[src/rtl/iomem_timer.sv]
// iomem_timer: memory-mapped prescaled 32-bit timer with compare match,
// auto-reload or one-shot mode, and a registered level interrupt.
module iomem_timer #(
    parameter logic [31:0] BASE_ADDR = 32'h0300_0000
) (
    input  logic        clk,
    input  logic        reset,
    input  logic        iomem_valid,
    output logic        iomem_ready,
    input  logic [3:0]  iomem_wstrb,
    input  logic [31:0] iomem_addr,
    input  logic [31:0] iomem_wdata,
    output logic [31:0] iomem_rdata,
    output logic        irq_out
);
    logic        r_ready;
    logic [31:0] r_rdata;
    logic        r_irq;
    logic        r_en;
    logic        r_auto;
    logic        r_irqen;
    logic [15:0] r_prescale;
    logic [15:0] r_ps;
    logic [31:0] r_compare;
    logic [31:0] r_count;
    logic        r_match;

    logic        w_acc;
    logic        w_we;
    logic [5:0]  w_off;
    logic [31:0] w_mask;
    logic        w_wr_ctrl;
    logic        w_wr_pre;
    logic        w_wr_cmp;
    logic        w_wr_cnt;
    logic        w_clr;
    logic        w_tick;
    logic        w_hit;
    logic [31:0] w_rd;
    logic        w_unused;

    assign w_acc     = iomem_valid && iomem_addr[31:8] == BASE_ADDR[31:8] && !r_ready;
    assign w_we      = w_acc && |iomem_wstrb;
    assign w_off     = iomem_addr[7:2];
    assign w_mask    = {{8{iomem_wstrb[3]}}, {8{iomem_wstrb[2]}}, {8{iomem_wstrb[1]}}, {8{iomem_wstrb[0]}}};
    assign w_wr_ctrl = w_we && w_off == 6'd0 && iomem_wstrb[0];
    assign w_wr_pre  = w_we && w_off == 6'd1;
    assign w_wr_cmp  = w_we && w_off == 6'd2;
    assign w_wr_cnt  = w_we && w_off == 6'd3;
    assign w_clr     = w_we && w_off == 6'd4 && iomem_wstrb[0] && iomem_wdata[0];
    assign w_tick    = r_en && r_ps == r_prescale;
    assign w_hit     = w_tick && r_count == r_compare;
    assign w_unused  = &{1'b0, iomem_addr[1:0]};

    assign iomem_ready = r_ready;
    assign iomem_rdata = r_rdata;
    assign irq_out     = r_irq;

    always_comb begin
        w_rd = '0;
        case (w_off)
            6'd0:    w_rd = {29'd0, r_irqen, r_auto, r_en};
            6'd1:    w_rd = {16'd0, r_prescale};
            6'd2:    w_rd = r_compare;
            6'd3:    w_rd = r_count;
            6'd4:    w_rd = {31'd0, r_match};
            default: w_rd = '0;
        endcase
    end

    always_ff @(posedge clk or posedge reset) begin
        if (reset) begin
            r_ready    <= 1'b0;
            r_rdata    <= '0;
            r_irq      <= 1'b0;
            r_en       <= 1'b0;
            r_auto     <= 1'b0;
            r_irqen    <= 1'b0;
            r_prescale <= '0;
            r_ps       <= '0;
            r_compare  <= '1;
            r_count    <= '0;
            r_match    <= 1'b0;
        end else begin
            r_ready <= w_acc;
            r_rdata <= w_acc ? w_rd : '0;
            r_irq   <= r_match && r_irqen;
            // bus writes override the tick's one-shot disable and count update
            if (w_wr_ctrl)
                {r_irqen, r_auto, r_en} <= iomem_wdata[2:0];
            else if (w_hit && !r_auto)
                r_en <= 1'b0;
            r_ps <= ((w_wr_ctrl && !iomem_wdata[0]) || !r_en || w_tick) ? 16'd0 : r_ps + 16'd1;
            if (w_wr_pre)
                r_prescale <= (r_prescale & ~w_mask[15:0]) | (iomem_wdata[15:0] & w_mask[15:0]);
            if (w_wr_cmp)
                r_compare <= (r_compare & ~w_mask) | (iomem_wdata & w_mask);
            if (w_wr_cnt)
                r_count <= (r_count & ~w_mask) | (iomem_wdata & w_mask);
            else if (w_tick)
                r_count <= w_hit ? (r_auto ? 32'd0 : r_count) : r_count + 32'd1;
            if (w_hit)
                r_match <= 1'b1;
            else if (w_clr)
                r_match <= 1'b0;
        end
    end
endmodule
[config.mk]
export PLATFORM = sky130hd
export DESIGN_NAME = iomem_timer
export DESIGN_NICKNAME = d
export VERILOG_FILES = /design/src/rtl/iomem_timer.sv
export SDC_FILE = /design/constraint.sdc
export NUM_CORES = 1
export LEC_CHECK = 0
export BUFFER_PORTS_ARGS = -buffer_cell sky130_fd_sc_hd__buf_4
export CELL_PAD_IN_SITES_DETAIL_PLACEMENT = 1
export CELL_PAD_IN_SITES_GLOBAL_PLACEMENT = 1
export CORE_AREA = 2 2 145 119
export CTS_BUF_LIST = sky130_fd_sc_hd__clkbuf_4 sky130_fd_sc_hd__clkbuf_8 sky130_fd_sc_hd__clkbuf_16
export DETAILED_ROUTE_END_ITERATION = 16
export DIE_AREA = 0 0 147 121
export PLACE_DENSITY_LB_ADDON = 0.3
export SETUP_SLACK_MARGIN = 0.3
export SLEW_MARGIN = 20
export SYNTH_ARGS = -nofsm -noshare
export SYNTH_HDL_FRONTEND = slang
export SYNTH_SLANG_ARGS = --single-unit
[constraint.sdc]
create_clock -name clk -period 7.9 [get_ports clk]
set_input_delay 0.395 -clock clk [delete_from_list [all_inputs] [get_ports clk]]
set_output_delay 0.395 -clock clk [all_outputs]
set_load 0.005 [all_outputs]
==> results by group, run 1 <==
Status
  • Status: completed

Timing
  • Fmax: 0.270 GHz
  • Unrepaired setup endpoints after global routing: no
  • Count of final setup violators: 0
  • Clk_skew: 0.00994 ns
  • Setup TNS: 0 ns
  • Crit share post-route: 46.9%
  • Slew Viols, Final: 0
  • Slew @ Worst Pin: 1.03 ns
  • Final min period: between 3 and 4 ns
  • Slew headroom: roughly a third
  • Final setup slack of the worst path: about 4.2 ns
  • Final hold vios: 0

Yosys
  • Post-synthesis async set-or-reset flop share: 100%
  • Synth warn: 0
  • Post-Syn Instances: 704
  • Combinational family with the most area after synthesis: simple AND/OR/NAND/NOR gates
  • Mux share of post-synthesis cell area: 10.2%
  • Seq cells post-synth: 134
  • Cell Area, Synth: 0.00721 sq mm
  • Ys flop type: dfrtp_1
  • Synthesized area per cell: 10.2 sq um
  • Number of synthesized flops with an enable pin: 0
  • Simple-Gate Fraction of Synth Area: 19.2%
  • Syn_nets: between 700 and 800
  • Synth cell types: between 60 and 70
  • Synth Area in XOR/XNOR: about 7.5%
  • Register area share after synthesis: a little under half
  • Adder-Cell Fraction of Synth Area: 0.347%
  • Compound-Gate Fraction of Synth Area: 12.6%

Critical path
  • Type of origin of the critical path: primary input
  • Path depth of the worst reg2reg path: 7
  • Worst Setup End Kind: flip-flop
  • Crit-path max cell delay: 0.92 ns
  • Critical path fanouts, max: 25
  • Critical path, cell by cell: buf_4, nor4_4, and3_1, nand4_1, nor4bb_1, nand2_1, nor3_1, or4b_1
  • CP Data Arrival Time: around 4 ns
  • FF-to-FF setup slack: 4.27 ns
  • R2R Path Start: r_ps[0]
  • Setup CP Type: in -> reg
  • Req. time, crit path: 8.20 ns
  • Slowest cell on crit path: and3_1

Drt
  • Iter 0 DRT Violations: 440
  • Drt total wl: 22500 microns
  • First-pass detailed-route iteration total: 5
  • Routed via count: 6157
  • Routed len/inst: 22.1 microns
  • DRC: 0
  • Antenna Violating Nets Remaining: 0
  • Via-to-Cell Ratio: 6.04

Layout
  • Most common cell after layout, fill and taps aside: buf_4
  • Diode count: 0
  • Net count, final: roughly 860
  • Layout area overhead: 20.9%
  • Share of cells above drive strength 1: around a third
  • Final instance area: 0.00872 sq mm
  • Commonest non-fill, non-tap cells in the layout: 107 x buf_4, 102 x dfrtp_1, 67 x nor2_1, 63 x mux2_2, 53 x nand2_1

Clocking
  • CTS Hold Bufs: 0
  • Resize count post-CTS: 0
  • H-tree Lvls: 4
  • Clk sink count: 134
  • TritonCTS clock tree: yes
  • Clock Tree Buf Depth: 2
  • CTS buffer count: 17
  • Post-CTS Repair Setup Buffers: 0
  • Clock Root Buffer: clkbuf_16
  • Clock latency at the later pin of the worst-skew pair: between 0.4 and 0.5 ns
  • CTS clk-pin slew, worst paths: around 0.060 ns

Placed design
  • DP Worst Slack: 3.84 ns
  • Dpl cell area: 0.00812 sq mm
  • HPWL Detailed: 15900 microns
  • Port bufs: 102
  • Placer Congestion: 0.858

Global routing
  • GRT Overall Usage: between 20% and 30%
  • First-pass GRT wire length: approximately 36000 microns
  • Total global routing overflow: 0
  • Initial antenna violation count: 0
  • Vias in the first global route: 6500
  • Largest net degree at the start of global routing: 81

Min path
  • Worst hold path type: in -> async

Pwr
  • Leakage: a little under 0.004 uW
  • Worst vdd ir: around 0.12 mV
  • Cell area power density: 178 mW/mm^2

Die
  • # rows: 42
  • Placeable Area: between 0.015 and 0.02 sq mm
  • Die W: 147 microns
  • Die ar.: 0.0178 sq mm
  • I/O pin cnt: 105
  • Chip height: 121 microns
  • Initial core utilization: 44.3%

Job
  • Max Cap Viol: 0
## logic make-up (layout without fill, tap and decap cells)
| family | after synthesis | after routing |
|---|---|---|
| AO/OA/AOI/OAI | 122 | 122 |
| buffers and inverters | 54 | 149 |
| adder cells (fa/ha/maj) | 2 | 2 |
| XOR/XNOR | 62 | 62 |
| AND/OR/NAND/NOR | 264 | 264 |
| multiplexers | 66 | 66 |
| flip-flops | 134 | 134 |
## worst max-delay path by stage
stage	start	cells after the start	end	slack, ns
finish	iomem_addr[5]	8	flip-flop	4.20
detailed placement	iomem_addr[5]	8	flip-flop	3.84
global route	iomem_addr[5]	8	flip-flop	4.03
floorplan	reset	1	async pin	3.98
CTS	iomem_addr[5]	8	flip-flop	4.23
global placement	iomem_addr[5]	8	flip-flop	3.92
## layer usage
| metal | track usage (%) | part of all wire, % |
|---|---|---|
| met3 | 7.18 | 6.9 |
| met5 | 0 | 0 |
| met4 | 8.05 | 1.8 |
| met2 | 42.1 | 47 |
| met1 | 36.2 | 45 |
## where the power goes
group | total [uW] | internal (uW) | switching [uW]
sequential | 688 | 688 | 0.419
clock | 805 | 502 | 303
combinational | 63.4 | 26.8 | 36.6
## through the flow
stage                     util, %  hold slack [ns]  total power [uW]  std cells
after global routing         53.5           0.0440              1600       1019
after floorplan                 -            0.458               720        704
after CTS                    53.5           0.0242              1570       1019
after detailed placement     49.8            0.483               764        987
after global placement       49.8            0.468               761        986
final                        53.5          0.00993              1560       1019
## layout make-up
type | instances | area [sq um]
fill | 1788 | 7570
multi-input combinational | 516 | 3610
sequential | 134 | 3390
timing repair buffer | 108 | 815
clock buffer | 23 | 495
tap | 220 | 275
clock inverter | 9 | 98.8
inverter | 9 | 38.8
## worst max-delay path: cells and delay by family
kind                   cells  cell delay, ns
buffers and inverters      1            0.12
AND/OR/NAND/NOR            7            3.47
## synth_stat cells, drive strengths merged, types with 5 or more instances
| master | instances | share of area [%] |
|---|---|---|
| nor3 | 6 | 0.42 |
| nand4 | 28 | 2.4 |
| nor4 | 13 | 1.4 |
| buf | 7 | 0.57 |
| clkbuf | 38 | 2.0 |
| dfrtp | 102 | 35 |
| o22ai | 17 | 1.5 |
| a211o | 8 | 0.97 |
| o31ai | 8 | 0.83 |
| a21oi | 5 | 0.50 |
| or2 | 9 | 0.78 |
| nand3 | 30 | 2.1 |
| a22oi | 32 | 3.3 |
| xnor2 | 45 | 5.5 |
| and3 | 17 | 1.5 |
| xor2 | 17 | 2.1 |
| a21o | 12 | 1.2 |
| nand2 | 53 | 2.8 |
| o21ai | 13 | 0.95 |
| mux2 | 63 | 9.8 |
| nor2 | 67 | 3.5 |
| or4 | 5 | 0.62 |
| nand2b | 6 | 0.52 |
| inv | 9 | 0.47 |
| and2 | 7 | 0.61 |
| dfstp | 32 | 12 |
No activity file was read; power rests on OpenSTA's default activity.
==> run 2: changes to the inputs <==
--- a/config.mk
+++ b/config.mk
@@ -8,10 +8,10 @@
 export BUFFER_PORTS_ARGS = -buffer_cell sky130_fd_sc_hd__buf_4
 export CELL_PAD_IN_SITES_DETAIL_PLACEMENT = 1
 export CELL_PAD_IN_SITES_GLOBAL_PLACEMENT = 1
-export CORE_AREA = 2 2 145 119
+export CORE_AREA = 2 2 152 124
 export CTS_BUF_LIST = sky130_fd_sc_hd__clkbuf_4 sky130_fd_sc_hd__clkbuf_8 sky130_fd_sc_hd__clkbuf_16
 export DETAILED_ROUTE_END_ITERATION = 16
-export DIE_AREA = 0 0 147 121
+export DIE_AREA = 0 0 154 126
 export PLACE_DENSITY_LB_ADDON = 0.3
 export SETUP_SLACK_MARGIN = 0.3
 export SLEW_MARGIN = 20
==> constraint.sdc (replaced) <==
create_clock -name clk -period 3.3 [get_ports clk]
set_input_delay 0.165 -clock clk [delete_from_list [all_inputs] [get_ports clk]]
set_output_delay 0.165 -clock clk [all_outputs]
set_load 0.005 [all_outputs]
==> results by group, run 2 (same netlist as run 1, synthesis figures left out) <==
Status
  • Status: completed

Drt
  • First-pass detailed-route iteration total: 5 (unchanged)
  • Routed len/inst: 21.4 microns (-3.2%)
  • Antenna Violating Nets Remaining: 0 (unchanged)
  • Routed via count: 6301 (+2.3%)
  • DRC: 0 (unchanged)
  • Iter 0 DRT Violations: 271 (-38%)
  • Drt total wl: 23100 microns (+2.9%)
  • Via-to-Cell Ratio: 5.82 (-3.7%)

Critical path
  • FF-to-FF setup slack: 0.39 ns (-3.88 ns)
  • Req. time, crit path: 3.61 ns (-4.59 ns)
  • Critical path fanouts, max: 5 (-80%)
  • CP Data Arrival Time: 3.23 ns (-0.77 ns)
  • Worst Setup End Kind: flip-flop
  • Path depth of the worst reg2reg path: 6 (-1)
  • Type of origin of the critical path: flip-flop
  • Setup CP Type: reg -> reg

Die
  • Die ar.: 0.0194 sq mm (+9.1%)
  • Initial core utilization: 40.3% (-4.0 points)
  • Chip height: 126 microns (+4.1%)
  • # rows: 44 (+4.8%)
  • I/O pin cnt: 105 (unchanged)
  • Placeable Area: 0.0179 sq mm (+9.8%)
  • Die W: 154 microns (+4.8%)

Placed design
  • Placer Congestion: 0.933 (+8.7%)
  • DP Worst Slack: 0.362 ns (-3.48 ns)
  • Inst Count DP: 1016 (+2.9%)
  • Port bufs: 102 (unchanged)
  • Dpl cell area: 0.00830 sq mm (+2.2%)
  • HPWL Detailed: 16700 microns (+5.0%)

Clocking
  • Clk sink count: 134 (unchanged)
  • Clock Tree Buf Depth: 2 (unchanged)
  • TritonCTS clock tree: yes
  • CTS clk-pin slew, worst paths: 0.06 ns (about the same)
  • Clock latency at the later pin of the worst-skew pair: 0.44 ns (about the same)
  • H-tree Lvls: 4 (unchanged)
  • CTS buffer count: 17 (unchanged)
  • Clock Root Buffer: clkbuf_16

Timing
  • Slew headroom: 59.3% (+28 points)
  • Clk_skew: 0.0103 ns (+0.000346 ns)
  • Final setup slack of the worst path: 0.389 ns (-3.81 ns)
  • Crit share post-route: 88.2%
  • Count of final setup violators: 0 (unchanged)
  • Fmax: 0.344 GHz
  • Slew Viols, Final: 0 (unchanged)
  • Final hold vios: 0 (unchanged)
  • Unrepaired setup endpoints after global routing: yes
  • Setup TNS: 0 ns (unchanged)
  • Final min period: 2.91 ns
  • Slew @ Worst Pin: 0.609 ns (-0.418 ns)

Layout
  • Most common cell after layout, fill and taps aside: buf_4
  • Final instance area: 0.00924 sq mm (+5.9%)
  • Finished Core Util: 51.6% (-1.9 points)
  • Share of cells above drive strength 1: 32.8% (+1.2 points)
  • Final std cells w/o fill: 1083 (+6.3%)
  • Net count, final: 914 (+6.4%)
  • Layout area overhead: 28.1%
  • Commonest non-fill, non-tap cells in the layout: 130 x buf_4, 100 x dfrtp_1, 67 x nor2_1, 63 x mux2_2, 53 x nand2_1
  • Diode count: 0 (unchanged)

Global routing
  • Largest net degree at the start of global routing: 53 (-35%)
  • First-pass GRT wire length: 36400 microns (+0.13%)
  • GRT Overall Usage: 24.4% (-2.3 points)
  • Initial antenna violation count: 0 (unchanged)
  • Total global routing overflow: 0 (unchanged)
  • Vias in the first global route: 6491 (-0.14%)

Min path
  • Hold Crit Start: iomem_wdata[3]
  • Worst hold path type: in -> reg
  • Hold path cells: 2

Pwr
  • Leakage: 0.00415 uW (+6.3%)
  • Cell area power density: 399 mW/mm^2 (+120%)
  • Worst vdd ir: 0.225 mV (+82%)

Job
  • Max Cap Viol: 0 (unchanged)
## run 2: changes by cell type in the layout (fill, tap and decap cells not counted), sizes merged
| cell | delta |
|---|---|
| buf | +25 |
| bufinv | -1 |
| clkbuf | +3 |
| clkinv | -4 |
| clkinvlp | +2 |
| dlygate4sd3 | +30 |
| inv | -1 |
## run 2: report_power, final
part | switching (uW) | internal (uW) | leakage [uW]
registers | 1.00 | 1650 | 0.00173
clock network | 718 | 1140 | 0.000285
logic | 93.9 | 94.6 | 0.00213
## run 2: worst max path at each step
stage	startpoint	to	slack (ns)
global route	r_ps[6]	flip-flop	0.29
floorplan	flip-flop	flip-flop	0.70
global placement	r_ps[6]	flip-flop	0.43
CTS	r_ps[0]	flip-flop	0.35
finish	flip-flop	flip-flop	0.39
detailed placement	r_ps[6]	flip-flop	0.36
## run 2: worst max-delay path, stage by stage, from the launching register on
cell,delay [ns]
dfrtp_1,0.45
xnor2_1,0.27
or4b_1,0.55
or4_1,0.57
o21ai_2,0.33
a2bb2o_1,0.36
a211o_1,0.27
## run 2: through the flow
| step | hold WS, ns | power, uW |
|---|---|---|
| 2_1_floorplan | 0.289 | 1720 |
| 3_3_place_gp | 0.389 | 1830 |
| 3_5_place_dp | 0.394 | 1830 |
| 4_1_cts | 0.000418 | 3720 |
| 5_1_grt | 0.00433 | 3800 |
| 6_report | 0.0172 | 3690 |
## run 2: repair_timing
action / CTS / global route
gates resized for setup: 0 / 5
hold endpoints to repair: 45 / 13
endpoints found under the setup margin: 0 / 9
buffers inserted: 0 / 5
hold buffers: 29 / 1
## run 2: metal layers
metal | part of all wire (%) | wire length (microns) | track usage (%) | vias to the layer above
met1 | 48 | 11100 | 35.4 | 3253
met3 | 5.0 | 1170 | 5.26 | 22
met2 | 46 | 10600 | 37.3 | 199
met4 | 1.3 | 308 | 6.16 | 0
li1 | - | - | - | 2827
met5 | 0 | 0 | 0 | -
## run 2: layout make-up
class                           instances  area, sq um
Clock buffer                           26          512
Clock inverter                          5         52.6
Fill cell                            1953         8650
Inverter                                9         37.5
Multi-Input combinational cell        516         3610
Sequential cell                       134         3400
Tap cell                              230          288
Timing Repair Buffer                  163         1340
==> run 3: changes to the inputs <==
--- a/config.mk
+++ b/config.mk
@@ -8,10 +8,10 @@
 export BUFFER_PORTS_ARGS = -buffer_cell sky130_fd_sc_hd__buf_4
 export CELL_PAD_IN_SITES_DETAIL_PLACEMENT = 1
 export CELL_PAD_IN_SITES_GLOBAL_PLACEMENT = 1
-export CORE_AREA = 2 2 152 124
+export CORE_AREA = 2 2 145 119
 export CTS_BUF_LIST = sky130_fd_sc_hd__clkbuf_4 sky130_fd_sc_hd__clkbuf_8 sky130_fd_sc_hd__clkbuf_16
 export DETAILED_ROUTE_END_ITERATION = 16
-export DIE_AREA = 0 0 154 126
+export DIE_AREA = 0 0 147 121
 export PLACE_DENSITY_LB_ADDON = 0.3
 export SETUP_SLACK_MARGIN = 0.3
 export SLEW_MARGIN = 20
==> constraint.sdc (replaced) <==
create_clock -name clk -period 2.7 [get_ports clk]
set_input_delay 0.135 -clock clk [delete_from_list [all_inputs] [get_ports clk]]
set_output_delay 0.135 -clock clk [all_outputs]
set_load 0.005 [all_outputs]
==> results by group, run 3 (same netlist as run 1, synthesis figures left out) <==
Die
  • Initial core utilization: 44.3% (+4.0 points)
  • Placeable Area: 0.0163 sq mm (-9.0%)
  • # rows: 42 (-4.5%)
  • Die ar.: 0.0178 sq mm (-8.3%)
  • Die W: 147 microns (-4.5%)
  • Chip height: 121 microns (-4.0%)
  • I/O pin cnt: 105 (unchanged)

Timing
  • Crit share post-route: 105% (+17 points)
  • Slew @ Worst Pin: 0.860 ns (+0.250 ns)
  • Final min period: 2.85 ns (-0.0628 ns)
  • Unrepaired setup endpoints after global routing: yes
  • Slew headroom: 42.7% (-17 points)
  • Count of final setup violators: 26 (+26)
  • Minimum hold slack: 0.0467 ns (+0.0296 ns)
  • Slew Viols, Final: 0 (unchanged)
  • Fmax: 0.351 GHz (+2.2%)
  • Final setup slack of the worst path: -0.148 ns (-0.537 ns)
  • Clk_skew: 0.00746 ns (-0.00283 ns)
  • Final hold vios: 0 (unchanged)

Pwr
  • Gate power share: 4.8% (-0.3 points)
  • Int Power: 3840 uW (+33%)
  • Worst vdd ir: 0.435 mV (+93%)
  • Clock network power share: 54.5% (+4.2 points)
  • Leakage: 0.00469 uW (+13%)
  • Sequential power share: 40.7% (-3.9 points)
  • Net Sw Frac: 22.3% (+0.31 points)
  • Cell area power density: 482 mW/mm^2 (+21%)
  • Switching power: 1100 uW (+36%)

Drt
  • Routed via count: 7236 (+15%)
  • DRC: 0 (unchanged)
  • Iter 0 DRT Violations: 863 (+220%)
  • Drt total wl: 30000 microns (+30%)
  • Uppermost layer routed: met4
  • Antenna Violating Nets Remaining: 0 (unchanged)
  • Metal3 WL: 2410 microns (+110%)
  • Routed len/inst: 26.2 microns (+23%)
  • First-pass detailed-route iteration total: 5 (unchanged)
  • Wire length on met1: 12200 microns (+9.8%)
  • WL met2: 14400 microns (+36%)
  • Via-to-Cell Ratio: 6.34 (+8.9%)

Min path
  • Worst hold path type: in -> reg
  • Hold Crit Start: iomem_addr[6]
  • Hold path cells: 4 (+2)
  • Hold path endpoint: iomem_rdata[0]

Placed design
  • HPWL Detailed: 17500 microns (+5.2%)
  • Placer Congestion: 0.934 (+0.13%)
  • Port bufs: 102 (unchanged)
  • DP Worst Slack: -0.164 ns (-0.527 ns)

Critical path
  • Slowest cell on crit path: or4_4
  • FF-to-FF setup slack: -0.15 ns (-0.54 ns)
  • Worst Setup End Kind: flip-flop
  • Setup CP Type: reg -> reg
  • Path depth of the worst reg2reg path: 8 (+2)
  • Req. time, crit path: 3.02 ns (-0.59 ns)
  • Type of origin of the critical path: flip-flop
  • Critical path fanouts, max: 5 (unchanged)
  • CP Data Arrival Time: 3.16 ns (-0.07 ns)
  • Crit-path max cell delay: 0.47 ns (-0.10 ns)
  • Critical path, cell by cell: xor2_2, nor4_2, or4bb_1, or4_4, a21oi_4, buf_4, nor2_2, a211o_1

Clocking
  • Clock Tree Buf Depth: 2 (unchanged)
  • Clk sink count: 134 (unchanged)
  • TritonCTS clock tree: yes
  • Clock Root Buffer: clkbuf_16
  • H-tree Lvls: 4 (unchanged)
  • CTS clk-pin slew, worst paths: 0.06 ns (about the same)
  • Clock latency at the later pin of the worst-skew pair: 0.44 ns (about the same)
  • CTS buffer count: 17 (unchanged)

Layout
  • # fillers: 1717 (-12%)
  • Diode count: 0 (unchanged)
  • Commonest non-fill, non-tap cells in the layout: 184 x buf_4, 100 x dfrtp_1, 62 x mux2_2, 50 x nand2_1, 50 x nor2_1
  • Share of cells above drive strength 1: 44.6% (+12 points)
  • Most common cell after layout, fill and taps aside: buf_4
  • Net count, final: 982 (+7.4%)
  • Layout area overhead: 42.2%

Global routing
  • Vias in the first global route: 7318 (+13%)
  • Total global routing overflow: 0 (unchanged)
  • Initial antenna violation count: 0 (unchanged)
  • First-pass GRT wire length: 40600 microns (+12%)
  • Largest net degree at the start of global routing: 135 (+150%)
  • GRT Overall Usage: 29.9% (+5.5 points)

Job
  • Max Cap Viol: 0 (unchanged)

Status
  • Status: finished, violations left
  • Failing checks: negative setup slack
run 3: cell types whose count changed in the layout (fill, tap and decap cells not counted), moves of 4 or more:
cell,previous run,this run
nand3_2,0,4
nor2_2,0,16
clkbuf_4,6,0
xnor2_2,0,5
o22ai_2,0,9
nor2_1,67,50
xnor2_1,45,40
buf_6,0,11
nand3_1,30,26
nor4_1,11,6
buf_4,130,184
o22ai_1,17,8
nor4_2,1,5
bufinv_16,1,5
run 3: worst max-delay path: cells and delay by family (launching register included):
kind	cells	cell delay [ns]
AO/OA/AOI/OAI	2	0.59
XOR/XNOR	1	0.21
flip-flops	1	0.42
buffers and inverters	1	0.17
AND/OR/NAND/NOR	4	1.35
run 3: cell type report:
cell class / instances / area [sq um] / share of cell area [%]
multi-input cells: 516 / 3990 / 38.9
well taps: 220 / 275 / 2.68
clock inverters: 12 / 199 / 1.94
repair buffers: 231 / 1900 / 18.5
flip-flops and latches: 134 / 3400 / 33.1
clock buffers: 20 / 467 / 4.55
inverters: 9 / 37.5 / 0.366
run 3: repair_timing:
action	in CTS	in global routing
gates cloned	1	0
hold buffers	33	0
resized for setup	31	57
setup buffers	16	7
hold endpoints to repair	155	0
pin swaps	15	23
endpoints found under the setup margin	57	81
run 3: per-stage QoR:
step / setup TNS (ns) / cells / util [%] / total power (uW) / instance area (sq um)
6_report: -1.69 / 1142 / 63.0 / 4940 / 10300
5_1_grt: -2.25 / 1142 / 63.0 / 5040 / 10300
4_1_cts: 0 / 1135 / 61.2 / 4910 / 9970
3_5_place_dp: -1.16 / 1053 / 53.3 / 2240 / 8690
3_3_place_gp: -0.438 / 1053 / 53.3 / 2230 / 8690
2_1_floorplan: 0 / 704 / - / 2110 / 7270
run 3: how the worst max path moves through the flow:
stage / startpoint / depth (start not counted) / endpoint
2_1_floorplan: r_ps[6] / 7 / flip-flop
3_3_place_gp: r_ps[15] / 8 / flip-flop
3_5_place_dp: flip-flop / 8 / flip-flop
4_1_cts: flip-flop / 7 / flip-flop
5_1_grt: flip-flop / 8 / flip-flop
6_report: flip-flop / 8 / flip-flop
run 3: per-layer routing:
metal	vias to the layer above	track usage [%]
li1	2972	-
met1	3688	38.7
met2	467	50.4
met3	109	6.80
met4	0	8.83
met5	-	0
run 3: power groups by stage:
stage | Clock (uW) | Combinational (uW) | Sequential (uW)
after floorplan | 0 | 61.2 | 2050
after detailed placement | 0 | 192 | 2050
after CTS | 2660 | 232 | 2010
after global routing | 2780 | 253 | 2010
final | 2690 | 236 | 2010
after global placement | 0 | 187 | 2050
